===== src/rtl/mac_seq.sv =====
// Length-sequenced multiply-accumulate cell for a MAC row: counted runs with Done, sticky Ovf.
// Build option: define MAC_SAT_EN to clamp Cout at the mode's extreme on overflow (default wraps).
module mac_seq #(
   parameter int unsigned DATA_WIDTH = 8,
   parameter int unsigned ACC_WIDTH  = 24,
   parameter int unsigned CNT_WIDTH  = 8
) (
   input  logic                  clk,
   input  logic                  rst_n,
   input  logic                  Start,
   input  logic [CNT_WIDTH-1:0]  Len,
   input  logic                  Signed,
   input  logic                  En,
   input  logic                  Clr,
   input  logic [DATA_WIDTH-1:0] Ain,
   input  logic [DATA_WIDTH-1:0] Bin,
   output logic [DATA_WIDTH-1:0] Bout,
   output logic [ACC_WIDTH-1:0]  Cout,
   output logic [CNT_WIDTH-1:0]  Cnt,
   output logic                  Done,
   output logic                  Ovf
);

   localparam int unsigned PROD_WIDTH = 2 * DATA_WIDTH;

   typedef enum logic [1:0] {
      IDLE  = 2'd0,
      RUN   = 2'd1,
      DRAIN = 2'd2,
      DONE  = 2'd3
   } state_t;

   state_t                 state;
   logic                   v1;
   logic                   sgn_q;
   logic [PROD_WIDTH-1:0]  prod_q;
   logic [CNT_WIDTH-1:0]   len_q;

   logic                   start_c;
   logic                   accept_c;
   logic                   mode_c;
   logic signed [PROD_WIDTH-1:0] a_s_c;
   logic signed [PROD_WIDTH-1:0] b_s_c;
   logic [PROD_WIDTH-1:0]  prod_c;
   logic [ACC_WIDTH-1:0]   ext_c;
   logic [ACC_WIDTH:0]     sum_c;
   logic                   ovf_c;
   logic [ACC_WIDTH-1:0]   acc_c;
   logic [CNT_WIDTH-1:0]   cnt_inc_c;

   // Start is honoured only where a new run may begin; En is accepted outside DRAIN and idle DONE
   always_comb begin
      start_c  = Start && (state == IDLE || state == DONE);
      accept_c = En && (state == IDLE || state == RUN || (state == DONE && Start));
      mode_c   = start_c ? Signed : sgn_q;
      cnt_inc_c = Cnt + CNT_WIDTH'(1);
   end

   // Stage-1 product in the run's operand mode
   always_comb begin
      a_s_c = PROD_WIDTH'($signed(Ain));
      b_s_c = PROD_WIDTH'($signed(Bin));
      if (mode_c) begin
         prod_c = PROD_WIDTH'(a_s_c * b_s_c);
      end else begin
         prod_c = PROD_WIDTH'(Ain) * PROD_WIDTH'(Bin);
      end
   end

   // Stage-2 add with overflow detection; sign of Cout picks the signed clamp direction
   always_comb begin
      if (sgn_q) begin
         ext_c = ACC_WIDTH'($signed(prod_q));
      end else begin
         ext_c = ACC_WIDTH'(prod_q);
      end
      sum_c = {1'b0, Cout} + {1'b0, ext_c};
      if (sgn_q) begin
         ovf_c = (Cout[ACC_WIDTH-1] == ext_c[ACC_WIDTH-1]) &&
                 (sum_c[ACC_WIDTH-1] != Cout[ACC_WIDTH-1]);
      end else begin
         ovf_c = sum_c[ACC_WIDTH];
      end
`ifdef MAC_SAT_EN
      if (Ovf) begin
         acc_c = Cout;
      end else if (ovf_c) begin
         if (!sgn_q) begin
            acc_c = '1;
         end else if (Cout[ACC_WIDTH-1]) begin
            acc_c = {1'b1, {(ACC_WIDTH-1){1'b0}}};
         end else begin
            acc_c = {1'b0, {(ACC_WIDTH-1){1'b1}}};
         end
      end else begin
         acc_c = sum_c[ACC_WIDTH-1:0];
      end
`else
      acc_c = sum_c[ACC_WIDTH-1:0];
`endif
   end

   // Run-control FSM, operand pipeline and accumulator
   always_ff @(posedge clk) begin
      if (!rst_n || Clr) begin
         state  <= IDLE;
         v1     <= 1'b0;
         sgn_q  <= 1'b0;
         prod_q <= '0;
         len_q  <= '0;
         Bout   <= '0;
         Cout   <= '0;
         Cnt    <= '0;
         Done   <= 1'b0;
         Ovf    <= 1'b0;
      end else begin
         v1 <= accept_c;
         if (accept_c) begin
            prod_q <= prod_c;
            Bout   <= Bin;
         end
         if (start_c) begin
            Cout  <= '0;
            Ovf   <= 1'b0;
            Done  <= 1'b0;
            sgn_q <= Signed;
            len_q <= Len;
            if (Len == '0) begin
               Cnt   <= '0;
               state <= DRAIN;
            end else begin
               Cnt   <= CNT_WIDTH'(En);
               state <= (En && Len == CNT_WIDTH'(1)) ? DRAIN : RUN;
            end
         end else begin
            if (v1) begin
               Cout <= acc_c;
               if (ovf_c) begin
                  Ovf <= 1'b1;
               end
            end
            case (state)
               RUN: begin
                  if (En) begin
                     Cnt <= cnt_inc_c;
                     if (cnt_inc_c == len_q) begin
                        state <= DRAIN;
                     end
                  end
               end
               DRAIN: begin
                  state <= DONE;
                  Done  <= 1'b1;
               end
               default: begin
               end
            endcase
         end
      end
   end

endmodule


===== config.mk =====
export PLATFORM = sky130hd
export DESIGN_NAME = mac_seq
export DESIGN_NICKNAME = d
export VERILOG_FILES = /design/src/rtl/mac_seq.sv
export SDC_FILE = /design/constraint.sdc
export NUM_CORES = 1
export LEC_CHECK = 0
export BUFFER_PORTS_ARGS = -buffer_cell sky130_fd_sc_hd__buf_2
export CELL_PAD_IN_SITES_DETAIL_PLACEMENT = 1
export CELL_PAD_IN_SITES_GLOBAL_PLACEMENT = 1
export CORE_UTILIZATION = 40
export DETAILED_ROUTE_END_ITERATION = 8
export GPL_ROUTABILITY_DRIVEN = 0
export PLACE_DENSITY_LB_ADDON = 0.08
export SYNTH_ARGS = -nofsm -noshare
export SYNTH_HDL_FRONTEND = slang
export SYNTH_SLANG_ARGS = --single-unit

===== constraint.sdc =====
create_clock -name clk -period 8.8 [get_ports clk]
set_clock_uncertainty 0.05 [all_clocks]
set_input_delay 2.2 -clock clk [delete_from_list [all_inputs] [get_ports clk]]
set_output_delay 2.2 -clock clk [all_outputs]
set_load 0.02 [all_outputs]

# Yosys cells after proc, flatten, opt, wreduce, memory -nomap -nowiden
# Index checks and enable logic that the tools add are counted.
# classes
shift,0
reduce_logical,19
eq_ne,9
multipliers,2
muxes,14
n_lt_le_gt_ge,0
div,0
bitwise_logic,0
add_sub_neg,2
# op_table
cell,n
$mul A8 B8 Y16,2
$add A24 B24 Y25,1
$mux W24,1
$mux W8,3
$mux W16,1
$mux W2,5
$add A8 B1 Y8 const B,1
$eq A8 B1 Y1 const B,1
$eq A8 B8 Y1,1
$logic_not A8 Y1,1
$logic_and A1 B1 Y1,5
$eq A2 B2 Y1 const B,2
$logic_or A1 B1 Y1,4
$pmux W2 S2,1
$reduce_and A2 Y1,2
$reduce_bool A2 Y1,2
$mux W1,3
$ne A3 B2 Y1 const B,1
$ne A3 B3 Y1 const B,1
$reduce_and A3 Y1,1
$reduce_bool A3 Y1,1
$eq A2 B1 Y1 const B,1
$logic_not A2 Y1,1
$reduce_or A2 Y1,1
other kinds (3),3
# totals
ff_bits,70
wordCells,56
inputBits,30
latch_bits,0
mem_count,0
mem_bits_rw,0
romBits,0

# Logic depth before layout (Yosys ltp)
# logic_depth
word_depth,6
ltp_mapped,22
ltp_nobuf,21

# Worst setup path before layout
# Ideal clock, no wire load.
# synth_timing
kind,input to register
start,input Bin[4]
end,register prod_q[15]
setup_time_ns,0.126
arrival_ns,6.399
stages,17
n_path_buf,1
path_slack_ns,2.224
cell_sequence,clkbuf_1 nand2_1 fa_1 fa_1 inv_1 fa_1 inv_1 fa_1 inv_1 ha_1 and2_1 a22o_1 a311oi_1 o21bai_1 a21oi_1 xnor2_1 o211ai_1
# synth_between
elab_chain_cells,2
word_cells_on_any_way,3
cone_classes,mul: 2; mux: 1
# synth_lines
element,line,source
"start, declared",16,"input logic [DATA_WIDTH-1:0] Bin,"
"$mul A8 B8 Y16, on equally long branches","66, 64",
$mux W16 *,63,if (mode_c) begin
"end signal, assigned",119,prod_q <= prod_c;
"end, declared",36,logic [PROD_WIDTH-1:0] prod_q;
# Mark *: on every way between the ends. The rest lies on a longest branch, timed or not.
# A chain may end at the register's enable or synchronous reset.

# Final worst setup path
# layout_timing
start,input Bin[7]
end,register prod_q[14]
# Same word-level chain as after synthesis.

==> impl_metrics.csv <==
group,metric,value,unit
status,status,"finished clean",
power,p_total,0.00175,W
logic_synthesis,synth_area_leaders,"fa_1 (21%), dfxtp_1 (17%), ha_1 (13%)",
route,drc,0,
logic_synthesis,syn_inst,1005,
job,timing.max_cap.violations,0,
logic_synthesis,synth-edff-count,0,
global_routing,antenna_found_initial,0,
global_routing,grt_max_degree,39,
global_routing,grtUsageMet2,0.349,
clocking,clockBufferDepth,2,
clocking,cts_tree,"built",
clocking,cts_resized,0,
logic_synthesis,yosysSeqAreaShare,0.170,
sta,setup_violations,0,
sta,drv_slew,0,
route,vias,6753,
global_routing,grt_pass1_vias,6962,
worst_hold_path,hp-class,"reg -> reg",
logic_synthesis,synth_top_area_cell,"fa_1",
clocking,ctsHtreeMaxLevel,3,
logic_synthesis,synth_cell_types,57,
logic_synthesis,synthesis.nets,1209,
clocking,clk_pin_slew,0.06,ns
clocking,clk_latency,0.34,ns
clocking,post_cts_buffers,0,
critical_path,critPathRequiredTime,8.97,ns
route,first_pass_iters,4,
sta,hold_viol_final,0,
critical_path,startpoint_type,"primary input",
power,combPwrFrac,0.611,
layout,drive_above_1_share,0.0923,
layout,fin_nets,1261,
global_routing,use_met3,0.0210,
route,drtAntennaViolNets,0,
logic_synthesis,synth.avg_cell_area,8.21,µm²
power,powerDensity,192,nW/µm²
logic_synthesis,synth_ff_type,"dfxtp_1",
layout,mostFrequentLayoutCell,"inv_1",
die,die_x,146,µm
critical_path,worstSetupPathType,"in -> reg",
global_routing,busiest_layer,"met2",
global_routing,use_met1,0.297,
clocking,cts.sinks,70,
die,dieArea,21200,µm²
place,portBuffers,71,
clocking,numCtsBuffers,9,
layout,final_cell_mix,"inv_1 (164), nand2_1 (111), ha_1 (88)",
place,post-dp-hpwl,17.9,mm
logic_synthesis,syn_area,8250,µm²
die,initial_core_util,0.408,
power,power_leakage,4.36,nW
clocking,cts_root_buf,"clkbuf_16",
route,detail_route.vias_per_cell,5.07,
layout,diodes,0,
power,internal_power,0.000982,W
global_routing,grtUsageTotal,0.211,
global_routing,grt.overflow.total,0,
sta,rsz0062_at_grt,"false",
sta,max-slew-margin-rel,0.368,
route,wl_per_cell,16.2,µm
sta,finalCriticalPeriod,6.72,ns
sta,fmax,149,MHz
critical_path,arrival,6.89,ns
die,fp-row-count,52,
sta,setup_tns,0,ns
critical_path,cp_max_fo,11,
power,switching_share,0.439,
power,share_seq_of_total_power,0.194,
logic_synthesis,synthArstFlopShare,0,
logic_synthesis,synth-seq-cells,70,
die,core,20200,µm²
global_routing,grt_pass1_wl,35.9,mm
critical_path,cp-end-kind,"flip-flop",
power,p_switching,0.000767,W
route,drtIter0Drc,124,
route,wl,21.5,mm
power,clkPwrFrac,0.194,
layout,area_growth,10.6,%
die,die_y,146,µm
clocking,cts_hold_buf,0,
logic_synthesis,synth_top_cell_area_share,0.209,
die,io_pins,72,
logic_synthesis,ys_warn_count,0,
sta,worstMarginPinSlew,0.946,ns
power,peakVddDrop,0.0870,mV
sta,finalCritPeriodShare,0.763,
## metrics by stage
stage                     hold WS [ns]  utilization  instance area [µm²]  setup WS (ns)  std cells
final                            0.395        0.451                 9120           2.08       1332
after global routing             0.430        0.451                 9120           1.84       1332
after CTS                        0.403        0.451                 9120           2.12       1332
after detailed placement         0.389        0.438                 8850           1.76       1316
after global placement           0.385        0.438                 8850           1.80       1316
after floorplan                  0.386            -                 8250           2.22       1005
## final timing paths
kind,from,endpoint,slack [ns],depth (start not counted)
worst max-delay path,Bin[7],prod_q[14],2.08,16
worst min-delay path,Ovf,Ovf,0.40,2
worst max register to register,sgn_q,Ovf,5.86,10
worst min register to register,Ovf,Ovf,0.40,2
## cell type report
class,instances,area (µm²)
Timing Repair Buffer,76,393
Multi-Input combinational cell,735,6100
Tap cell,270,338
Fill cell,2528,11100
Clock inverter,4,22.5
Sequential cell,70,1400
Clock buffer,12,246
Inverter,165,619
## critical path, stage by stage
cell,delay [ns]
buf_2,0.21
clkinv_1,0.34
nor2_1,0.28
fa_1,0.48
fa_1,0.54
fa_1,0.55
inv_1,0.06
fa_1,0.54
inv_1,0.05
ha_1,0.21
or2_2,0.29
a2111oi_0,0.55
o31ai_1,0.19
xor2_1,0.17
nor3_1,0.14
nor3_1,0.08
## flip-flops by register name, summed over array words and instances, names as in the netlist
signal and count:
sgn_q 1, Cout 24, Done 1, Cnt 8, Bout 8, v1 1
prod_q 16, state 2, len_q 8, Ovf 1
## routing by layer
metal | routed length (µm) | vias to the layer above | part of all wire
met5 | 0 | - | 0
met4 | 197 | 0 | 0.0091
met3 | 460 | 16 | 0.021
met2 | 9990 | 67 | 0.46
met1 | 10900 | 3280 | 0.51
li1 | - | 3390 | -
## synthesized netlist by cell type, types with 3 or more instances
cell       count
o21bai_1       5
and2_1        41
o211ai_1       5
nor4_1         3
nand3_1       16
o21a_1         6
nand2_1      111
o221ai_1       4
clkbuf_1      29
a2111oi_0      3
o31ai_1        4
a211oi_1      16
ha_1          88
a21oi_1       63
nor3_1        26
a21o_1        12
mux2i_1       22
o31a_1         3
a31oi_1        5
o21ai_0       31
nor2b_1        9
xor2_1        14
dfxtp_1       70
xnor2_1       42
and3_1         5
a211o_1        4
nand2b_1       4
nor2_1        72
inv_1        164
fa_1          86
buf_1          5
or3_1          7
## logic make-up after synthesis
logic type | share of synthesized area
compound gates | 0.136
simple gates | 0.173
xor+xnor | 0.0594
buf+inv | 0.0911
fa+ha+maj | 0.342
mux | 0.0281
flops | 0.170
## power groups by stage
stage          Sequential, W  Clock, W  Combinational [W]
5_1_grt             0.000341  0.000362            0.00122
2_1_floorplan       0.000345         0           0.000824
3_5_place_dp        0.000347         0            0.00108
3_3_place_gp        0.000346         0            0.00107
6_report            0.000340  0.000340            0.00107
4_1_cts             0.000340  0.000351            0.00109
Power figures use the tool's default switching activity.
